### src/rtl/mult_sequencer_if.sv
// mult_sequencer_if -- command, result and shared-ALU signals of mult_sequencer.
//
//   start         request to begin an unsigned 32x32 multiply
//   multiplicand  operand A, taken when start is accepted
//   multiplier    operand B, taken when start is accepted
//   busy          high while the sequencer iterates
//   done          one-cycle pulse, product valid
//   product_hi    upper 32 bits of the 64-bit product
//   product_lo    lower 32 bits of the 64-bit product
//   alu_src1      operand 1 to the shared 32-bit ALU
//   alu_src2      operand 2 to the shared 32-bit ALU
//   alu_ctr       ALU operation select
//   alu_result    combinational ALU result for the current alu_* request
//
// master: the environment (command issuer plus the shared ALU)
// slave:  the sequencer itself
interface mult_sequencer_if;
  logic        start;
  logic [31:0] multiplicand;
  logic [31:0] multiplier;
  logic        busy;
  logic        done;
  logic [31:0] product_hi;
  logic [31:0] product_lo;
  logic [31:0] alu_src1;
  logic [31:0] alu_src2;
  logic [2:0]  alu_ctr;
  logic [31:0] alu_result;

  modport master (
    output start, multiplicand, multiplier, alu_result,
    input  busy, done, product_hi, product_lo, alu_src1, alu_src2, alu_ctr
  );

  modport slave (
    input  start, multiplicand, multiplier, alu_result,
    output busy, done, product_hi, product_lo, alu_src1, alu_src2, alu_ctr
  );
endinterface

### src/rtl/mult_sequencer.sv
// mult_sequencer -- unsigned 32x32 shift-add multiplier that borrows an
// external 32-bit ALU for its additions, one iteration per clock.
//
//   clk    single clock, rising edge
//   rst_n  asynchronous active-low reset
//   bus    mult_sequencer_if.slave: start/operands in, busy/done/product out,
//          alu_src1/alu_src2/alu_ctr out to the shared ALU, alu_result back
//
// Timing: start accepted at edge N -> busy for cycles N+1..N+32,
// done pulse in cycle N+33, product held until the next accepted start.
//
// state  | meaning
// -------+------------------------------------------------------------
// S_IDLE | waiting for start; product registers hold the last result
// S_RUN  | 32 add/shift iterations through the shared ALU
// S_DONE | one-cycle done pulse; start is ignored here
module mult_sequencer #(
  parameter logic [2:0] ADD_CODE  = 3'b101,
  parameter logic [2:0] IDLE_CODE = 3'b000
) (
  input  logic            clk,
  input  logic            rst_n,
  mult_sequencer_if.slave bus
);

  typedef enum logic [1:0] {
    S_IDLE = 2'd0,
    S_RUN  = 2'd1,
    S_DONE = 2'd2
  } state_t;

  state_t      state;
  state_t      state_nxt;
  logic [31:0] hi;
  logic [31:0] lo;
  logic [31:0] mcand;
  logic [4:0]  cnt;
  logic        carry;
  logic        last_iter;

  // The ALU is only 32 bits wide; an unsigned sum that wrapped is smaller
  // than the addend HI, which recovers bit 32 of the partial sum.
  assign carry     = (bus.alu_result < hi);
  assign last_iter = (cnt == 5'd31);

  assign bus.product_hi = hi;
  assign bus.product_lo = lo;

  always_ff @(posedge clk or negedge rst_n) begin
    if (!rst_n) begin
      state <= S_IDLE;
    end else begin
      state <= state_nxt;
    end
  end

  always_comb begin
    state_nxt    = state;
    bus.busy     = 1'b0;
    bus.done     = 1'b0;
    bus.alu_ctr  = IDLE_CODE;
    bus.alu_src1 = 32'h0;
    bus.alu_src2 = 32'h0;
    case (state)
      S_IDLE: begin
        if (bus.start) begin
          state_nxt = S_RUN;
        end
      end
      S_RUN: begin
        bus.busy     = 1'b1;
        bus.alu_ctr  = ADD_CODE;
        bus.alu_src1 = hi;
        bus.alu_src2 = lo[0] ? mcand : 32'h0;
        if (last_iter) begin
          state_nxt = S_DONE;
        end
      end
      S_DONE: begin
        bus.done  = 1'b1;
        state_nxt = S_IDLE;
      end
      default: begin
        state_nxt = S_IDLE;
      end
    endcase
  end

  always_ff @(posedge clk or negedge rst_n) begin
    if (!rst_n) begin
      hi    <= 32'h0;
      lo    <= 32'h0;
      mcand <= 32'h0;
      cnt   <= 5'd0;
    end else begin
      case (state)
        S_IDLE: begin
          if (bus.start) begin
            mcand <= bus.multiplicand;
            lo    <= bus.multiplier;
            hi    <= 32'h0;
            cnt   <= 5'd0;
          end
        end
        S_RUN: begin
          // 33-bit partial sum {carry, alu_result} shifts right by one;
          // its low bit moves into the top of LO as the multiplier drains.
          hi  <= {carry, bus.alu_result[31:1]};
          lo  <= {bus.alu_result[0], lo[31:1]};
          cnt <= cnt + 5'd1;
        end
        default: begin
        end
      endcase
    end
  end

endmodule
### src/flat_wrapper.sv
// flat-port wrapper written by rule: the top's interface ports become plain ports
module mult_sequencer_flat 
#(
  parameter logic [2:0] ADD_CODE  = 3'b101,
  parameter logic [2:0] IDLE_CODE = 3'b000
)
  (clk, rst_n, bus_start, bus_multiplicand, bus_multiplier, bus_alu_result, bus_busy, bus_done, bus_product_hi, bus_product_lo, bus_alu_src1, bus_alu_src2, bus_alu_ctr);
  mult_sequencer_if bus_i ();
  input  logic clk;
  input  logic rst_n;
  input wire logic [$bits(bus_i.start)-1:0] bus_start;
  input wire logic [$bits(bus_i.multiplicand)-1:0] bus_multiplicand;
  input wire logic [$bits(bus_i.multiplier)-1:0] bus_multiplier;
  input wire logic [$bits(bus_i.alu_result)-1:0] bus_alu_result;
  output wire logic [$bits(bus_i.busy)-1:0] bus_busy;
  output wire logic [$bits(bus_i.done)-1:0] bus_done;
  output wire logic [$bits(bus_i.product_hi)-1:0] bus_product_hi;
  output wire logic [$bits(bus_i.product_lo)-1:0] bus_product_lo;
  output wire logic [$bits(bus_i.alu_src1)-1:0] bus_alu_src1;
  output wire logic [$bits(bus_i.alu_src2)-1:0] bus_alu_src2;
  output wire logic [$bits(bus_i.alu_ctr)-1:0] bus_alu_ctr;
  assign bus_i.start = bus_start;
  assign bus_i.multiplicand = bus_multiplicand;
  assign bus_i.multiplier = bus_multiplier;
  assign bus_i.alu_result = bus_alu_result;
  assign bus_busy = bus_i.busy;
  assign bus_done = bus_i.done;
  assign bus_product_hi = bus_i.product_hi;
  assign bus_product_lo = bus_i.product_lo;
  assign bus_alu_src1 = bus_i.alu_src1;
  assign bus_alu_src2 = bus_i.alu_src2;
  assign bus_alu_ctr = bus_i.alu_ctr;
  mult_sequencer #(.ADD_CODE(ADD_CODE), .IDLE_CODE(IDLE_CODE)) u_core (.clk(clk), .rst_n(rst_n), .bus(bus_i));
endmodule
### config.mk
export PLATFORM = sky130hd
export DESIGN_NAME = mult_sequencer_flat
export DESIGN_NICKNAME = d
export VERILOG_FILES = /design/src/rtl/mult_sequencer_if.sv /design/src/rtl/mult_sequencer.sv /design/src/flat_wrapper.sv
export SDC_FILE = /design/constraint.sdc
export NUM_CORES = 1
export LEC_CHECK = 0
export BUFFER_PORTS_ARGS = -buffer_cell sky130_fd_sc_hd__buf_2
export CORE_ASPECT_RATIO = 0.5
export CORE_MARGIN = 1
export CORE_UTILIZATION = 50
export DETAILED_ROUTE_END_ITERATION = 10
export PLACE_DENSITY = 0.89
export RECOVER_POWER = 50
export SYNTH_ARGS = -nofsm -noshare
export SYNTH_HDL_FRONTEND = slang
export SYNTH_SLANG_ARGS = --single-unit
### constraint.sdc
create_clock -name clk -period 4.6 [get_ports clk]
set_clock_uncertainty 0.1 [all_clocks]
set_input_delay 0.46 -clock clk [delete_from_list [all_inputs] [get_ports clk]]
set_output_delay 0.46 -clock clk [all_outputs]
set_load 0.01 [all_outputs]
==> reports/metrics.sh, run 1 <==
RUN_STATUS='complete, but fails checks'
VIOLATIONS='DRC, capacitance limit, slew limit'
SYN_AVG_CELL_AREA_UM2=10.52
ANTENNA_CELLS_INSERTED=0
CRIT_REQUIRED_NS=4.73
CTS_MADE_BUFFERS=9
MIN-DELAY-PATH-CLASS='input port to flip-flop'
CTSRESIZECOUNT=0
TOTAL_POWER_DIVIDED_BY_CELL_AREA_mW_PER_MM2=611.4
CP-START-KIND='input port'
SYN_NETS=667
REG2REG_SETUP_SLACK_NS=1.17
DIE_WIDTH_UM=152.0
REG2REGPATHDEPTH=5
CRIT_FANOUT=34
NUMBER_OF_ANTENNA_VIOLATIONS_AT_THE_FIRST_CHECK_IN_GLOBAL_ROUTING=0
SYNTHDISTINCTLIBCELLS=41
GRT_PASS1_VIAS=4786
GRT_MAX_DEGREE=71
GRT_UTIL_ALL_LAYERS_PCT=25.16
I_O_PINS=232
WORST_SKEW_PAIR.LATE_LATENCY_NS=0.34
WORST_PIN_SLEW_NS=1.970
POWER.TOTAL_W=0.004254
POSTCTSHOLDBUFS=0
SUM_OF_OVERFLOW_ACROSS_ALL_LAYERS_AFTER_GLOBAL_ROUTING=0
SLEW_HEADROOM_PCT=-31.63
ROUTED.TOP_LAYER='met4'
SYNTH-MAIN-FF-CELL='dfrtp_1'
CLOCK_SINKS=103
WL_MET3_UM=701
FINAL_HOLD_VIOL_COUNT=0
FINAL_NET_COUNT=874
CRITPATHMAXSTAGEDELAY_NS=1.49
MET2_WIRELENGTH_UM=7258
PERIOD_SHARE_PCT=76.07
FMAX_GHz=0.2858
PLACE_CONGESTION=0.8063
CTS.REPORTEDPATHS.CLKPINSLEW_NS=0.07
DRTITER0DRC=316
DETAIL_ROUTE.DRC_VIOLATIONS=14
VDD_DROP_MAX_mV=0.2479
PLACEMENT.IO_BUFFERS=230
WHS_PATH_DEPTH=2
SEQUENTIAL_TO_TOTAL_AREA_SHARE_FROM_YOSYS_STAT_PCT=45.80
ROWS=26
DRT_WL_TOTAL_UM=14650
WORST_EP_ARRIVAL_TIME_NS=3.63
FIN_SETUP_TNS_NS=0
PERIOD_MINUS_SLACK_NS=3.499
M1WIRELENGTH_UM=6402
CRITICAL_PATH.ENDPOINT_TYPE='flip-flop'
P_LEAK_nW=3.568
SYN-INSTANCE-COUNT=535
DIE_AREA_MM2=0.01171
AREA_DELTA_SYNTH_FINAL_PCT=23.63
YOSYS_REGISTER_BITS=103
POST-DP-HPWL_UM=10310
DIE_HEIGHT_UM=77.02
POST_ROUTE_CELLS_DRIVE_ABOVE_1_SHARE_PCT=30.25
CTSROOTBUFFERMASTER='clkbuf_16'
REPORT.FINAL.SETUP_VIOL=0
TIMING.CRITICAL_PATH.CELLS='buf_2 > nor2b_2 > nor2b_1 > buf_4 > mux2_2'
FINAL-MAX-SLEW-VIOLATION-COUNT=124
PATH_CLASS='input port to flip-flop'
H-TREE-DEPTH=3
POSTPLACECELLAREA_MM2=0.006746
SYNTH-EDFF-COUNT=0
POSTCTSSETUPBUFFERS=0
CORE_MM2=0.01057
MAPPEDNETLISTAREA_MM2=0.005628
DETAIL_ROUTE.VIAS_PER_CELL=5.558
DRT_FIRST_PASS_ITERS=8
YS.WARNINGS.COUNT=0
POSTSYNTH.ASYNCRESETSHARE_PCT=100.0
FINAL_DESIGN_AREA_NO_FILL_MM2=0.006958
VIA_COUNT=4930
RSZ0062_AT_GRT='no'
CTS_TREE='yes'
CTSLONGESTPATHBUFFERS=2
MAX-CAP-VIOLATIONS=4
GRT_PASS1_WL_UM=23700
INITIAL_UTILIZATION_PCT=53.23
POSTROUTEANTENNANETS=0
WL_PER_CELL_UM=16.52
CRITPATHSLOWESTCELL='nor2b_1'
N_FILL_CELL=884
sequential cells by signal, indices dropped and copies added (netlist names):
name                   flops
u_core.cnt                 5
u_core.state               2
u_core.bus.product_hi     32
u_core.bus.product_lo     32
u_core.mcand              32
metal layers:
layer,global-route usage [%],vias up
li1,-,2310
met1,32.21,2410
met2,42.69,175
met3,5.088,35
met4,9.082,0
met5,0,-
where the power goes:
| part | internal (W) | switching, W |
|---|---|---|
| combinational | 0.000867 | 0.000953 |
| clock | 0.000440 | 0.000341 |
| sequential | 0.00130 | 0.000356 |
| total | 0.00260 | 0.00165 |
path summary, 6_finish.rpt:
| kind | from | endpoint |
|---|---|---|
| max in group asynchronous | rst_n | u_core.bus.product_lo[27] |
| worst max register to register | u_core.state[1] | u_core.mcand[3] |
| worst max-delay path | bus_start | u_core.mcand[3] |
| min in group asynchronous | rst_n | u_core.bus.product_hi[9] |
| worst min register to register | u_core.mcand[5] | u_core.mcand[5] |
| worst min-delay path | bus_multiplicand[26] | u_core.mcand[26] |
logic make-up after synthesis:
kind of cell	count (synthesis)	share of synthesized area, %
compound gates	160	18.74
simple gates	129	12.58
flops	103	45.80
buf+inv	77	7.203
fa+ha+maj	33	7.337
mux	32	8.270
other cells	1	0.06663
cell usage after synthesis, types with 4 or more instances:
cell	count	area [um2]
ha_1	33	412.9
a22oi_1	32	240.2
dfrtp_1	103	2577
o21ai_0	38	190.2
inv_1	34	127.6
clkbuf_1	23	86.33
a22o_1	33	289.0
nor2b_1	31	193.9
and3_1	33	206.5
mux2_2	4	45.04
buf_4	11	82.58
nor2_1	33	123.9
a21oi_1	42	210.2
mux2_4	28	420.4
nand2_1	12	45.04
area by class of cell:
cell class / instances / area [um2] / share of cell area (%)
clock buffers: 10 / 239.0 / 3.435
inverters: 34 / 127.6 / 1.834
well taps: 140 / 175.2 / 2.518
clock inverters: 6 / 68.82 / 0.9890
repair buffers: 239 / 1136 / 16.33
multi-input cells: 355 / 2634 / 37.85
flip-flops and latches: 103 / 2577 / 37.04
placed cells by master, fill, tap and decap left out, drive strengths merged, types with 3 or more instances in the layout:
cell / count
nor2: 33
o21ai: 38
buf: 174
nand2: 12
nand4: 3
clkinv: 3
o21a: 3
and3: 33
and2: 3
a22oi: 32
nand2b: 3
inv: 35
a22o: 33
dfrtp: 103
a21oi: 42
mux2: 32
nor2b: 33
ha: 33
clkbuf: 75
critical path, delay by kind of cell:
family | cells | cell delay (ns)
mux | 1 | 0.38
simple gates | 2 | 1.75
buf+inv | 2 | 1.02
metrics by stage:
| stage | utilization, % | worst slack [ns] | cells | hold slack, ns |
|---|---|---|---|---|
| after global placement | 63.81 | 1.843 | 871 | 0.3722 |
| after global routing | 65.81 | 0.7396 | 887 | 0.2330 |
| final | 65.81 | 1.101 | 887 | 0.2423 |
| after floorplan | - | 2.684 | 535 | 0.06441 |
| after CTS | 66.72 | 1.591 | 887 | 0.1731 |
| after detailed placement | 63.81 | 1.759 | 871 | 0.3862 |
Power figures use the tool's default switching activity.
==> inputs of run 2 (changes only) <==
--- a/config.mk
+++ b/config.mk
@@ -8,9 +8,9 @@
 export BUFFER_PORTS_ARGS = -buffer_cell sky130_fd_sc_hd__buf_2
 export CORE_ASPECT_RATIO = 0.5
 export CORE_MARGIN = 1
-export CORE_UTILIZATION = 50
+export CORE_UTILIZATION = 49
 export DETAILED_ROUTE_END_ITERATION = 10
-export PLACE_DENSITY = 0.89
+export PLACE_DENSITY = 0.87
 export RECOVER_POWER = 50
 export SYNTH_ARGS = -nofsm -noshare
 export SYNTH_HDL_FRONTEND = slang
==> constraint.sdc (replaced) <==
create_clock -name clk -period 3.65 [get_ports clk]
set_clock_uncertainty 0.1 [all_clocks]
set_input_delay 0.365 -clock clk [delete_from_list [all_inputs] [get_ports clk]]
set_output_delay 0.365 -clock clk [all_outputs]
set_load 0.01 [all_outputs]
==> reports/metrics.sh, run 2 (same netlist as run 1, synthesis figures left out) <==
SLEW_HEADROOM_PCT=-34.38  # was -31.63%
MAX-CAP-VIOLATIONS=1  # was 4
ROWS=27  # was 26
WORST_PIN_SLEW_NS=2.016  # was 1.970 ns
AREA_DELTA_SYNTH_FINAL_PCT=24.32  # was 23.63%
CTS_MADE_BUFFERS=9  # unchanged
GR-USAGE-MET2_PCT=39.36  # was 42.69%
FINAL-MAX-SLEW-VIOLATION-COUNT=82  # was 124
VIA_COUNT=4781  # was 4930
DETAIL_ROUTE.VIAS_PER_CELL=5.360  # was 5.558
RSZ0062_AT_GRT='no'  # unchanged
POSTCTSHOLDBUFS=0  # unchanged
PLACEMENT.IO_BUFFERS=230  # unchanged
H-TREE-DEPTH=3  # unchanged
WORST_EP_ARRIVAL_TIME_NS=2.18  # was 3.63 ns
POSTPLACECELLAREA_MM2=0.006753  # was 0.006746 mm2
ANTENNA_CELLS_INSERTED=0  # unchanged
LAYOUT_COMMON_CELLS='buf_2 (166), dfrtp_1 (103), clkbuf_1 (65)'  # was buf_2 (166), dfrtp_1 (103), clkbuf_1 (64)
FINALCOREUTILIZATION_PCT=63.14  # was 65.81%
GRT_PASS1_WL_UM=22850  # was 23700 um
DETAIL_ROUTE.DRC_VIOLATIONS=0  # was 14
HP-START='bus_multiplicand[31]'  # was bus_multiplicand[26]
FMAX_GHz=0.3776
CRITICAL_PATH.ENDPOINT_TYPE='output port'  # was flip-flop
CP-START-KIND='flip-flop'  # was input port
MOSTFREQUENTLAYOUTCELL='buf_2'  # unchanged
DIE_AREA_MM2=0.01194  # was 0.01171 mm2
DRT_WL_TOTAL_UM=14230  # was 14650 um
FINAL.HOLD.WORST_SLACK_NS=0.1519  # was 0.2423 ns
NUMBER_OF_ANTENNA_VIOLATIONS_AT_THE_FIRST_CHECK_IN_GLOBAL_ROUTING=0  # unchanged
PERIOD_SHARE_PCT=72.56
VIOLATIONS='capacitance limit, slew limit'  # was DRC, capacitance limit, slew limit
POSTCTSSETUPBUFFERS=0  # unchanged
CRIT_PATH_START='u_core.state[1]'  # was bus_start
POSTROUTEANTENNANETS=0  # unchanged
CTSRESIZECOUNT=0  # unchanged
CLOCK_SINKS=103  # unchanged
GLOBALROUTEMET3UTIL_PCT=4.749  # was 5.088%
P_LEAK_nW=3.591  # was 3.568 nW
PLACE_CONGESTION=0.8090  # was 0.8063
MIN-DELAY-PATH-CLASS='input port to flip-flop'  # unchanged
DRTITER0DRC=277  # was 316
MET1_USAGE_PCT=32.06  # was 32.21%
CTSROOTBUFFERMASTER='clkbuf_16'  # unchanged
CRITICAL_PATH.REG2REG.STARTPOINT='u_core.state[1]'  # unchanged
MOST_USED_LAYER_GLOBAL_ROUTE='met2'  # unchanged
WL_PER_CELL_UM=15.96  # was 16.52 um
CTS_TREE='yes'  # unchanged
FINAL_HOLD_VIOL_COUNT=0  # unchanged
CRIT_FANOUT=51  # was 34
CTSLONGESTPATHBUFFERS=2  # unchanged
VDD_DROP_MAX_mV=0.3064  # was 0.2479 mV
I_O_PINS=232  # unchanged
GRT_PASS1_VIAS=4623  # was 4786
TOTAL_POWER_DIVIDED_BY_CELL_AREA_mW_PER_MM2=772.5  # was 611.4 mW/mm2
GRT_UTIL_ALL_LAYERS_PCT=23.97  # was 25.16%
FIN_SETUP_TNS_NS=0  # unchanged
FINAL_DESIGN_AREA_NO_FILL_MM2=0.006997  # was 0.006958 mm2
CRIT_REQUIRED_NS=3.18  # was 4.73 ns
POST_ROUTE_CELLS_DRIVE_ABOVE_1_SHARE_PCT=30.39  # was 30.25%
DIE_HEIGHT_UM=77.78  # was 77.02 um
PERIOD_MINUS_SLACK_NS=2.649
SUM_OF_OVERFLOW_ACROSS_ALL_LAYERS_AFTER_GLOBAL_ROUTING=0  # unchanged
PATH_CLASS='flip-flop to output port'  # was input port to flip-flop
CTS.REPORTEDPATHS.CLKPINSLEW_NS=0.07  # about the same
GRT_MAX_DEGREE=82  # was 71
WORST_SKEW_PAIR.LATE_LATENCY_NS=0.34  # about the same
DIE_WIDTH_UM=153.6  # was 152.0 um
DRT_FIRST_PASS_ITERS=5  # was 8
CORE_MM2=0.01108  # was 0.01057 mm2
REPORT.FINAL.SETUP_VIOL=0  # unchanged
INITIAL_UTILIZATION_PCT=50.79  # was 53.23%
RUN_STATUS='complete, but fails checks'  # unchanged
FINAL_NET_COUNT=874  # unchanged
POST-DP-HPWL_UM=9932  # was 10310 um
[run 2: path summary, 6_finish.rpt]
path / endpoint / slack, ns / cells after the start
max: bus_alu_src2[24] / 1.00 / 5
min: u_core.mcand[31] / 0.15 / 2
max reg2reg: u_core.bus.product_lo[23] / 1.36 / 6
min reg2reg: u_core.mcand[4] / 0.40 / 1
max in group asynchronous: u_core.mcand[4] / 1.69 / 2
min in group asynchronous: u_core.mcand[22] / 0.48 / 1
[run 2: metrics by stage]
stage	total power [W]	setup WS (ns)	cells
after floorplan	0.003509	1.829	535
after global placement	0.004329	1.272	876
after detailed placement	0.004426	1.274	876
after CTS	0.005502	1.003	892
after global routing	0.005796	0.8748	892
final	0.005405	1.001	892
[run 2: layer usage]
layer  wire (um)  vias up
met5           0        -
met4         187        0
met3         545       18
met2        7078      152
met1        6423     2301
li1            -     2310
[run 2: critical path: stages (launching register included)]
cell	delay, ns
dfrtp_1	0.37
buf_4	0.25
nand2b_1	0.22
inv_2	0.58
and3_1	0.26
buf_2	0.14
[run 2: layout make-up]
class | count | area (um2)
Sequential cell | 103 | 2577
Clock buffer | 13 | 260.3
Timing Repair Buffer | 239 | 1140
Multi-Input combinational cell | 355 | 2645
Fill cell | 934 | 4084
Tap cell | 145 | 181.4
Inverter | 34 | 127.6
Clock inverter | 3 | 65.06
[run 2: power by group]
group	internal (W)	leakage, nW	switching, W
Clock	0.000638	0.160	0.000407
Sequential	0.00164	1.24	0.000457
Combinational	0.00109	2.19	0.00118
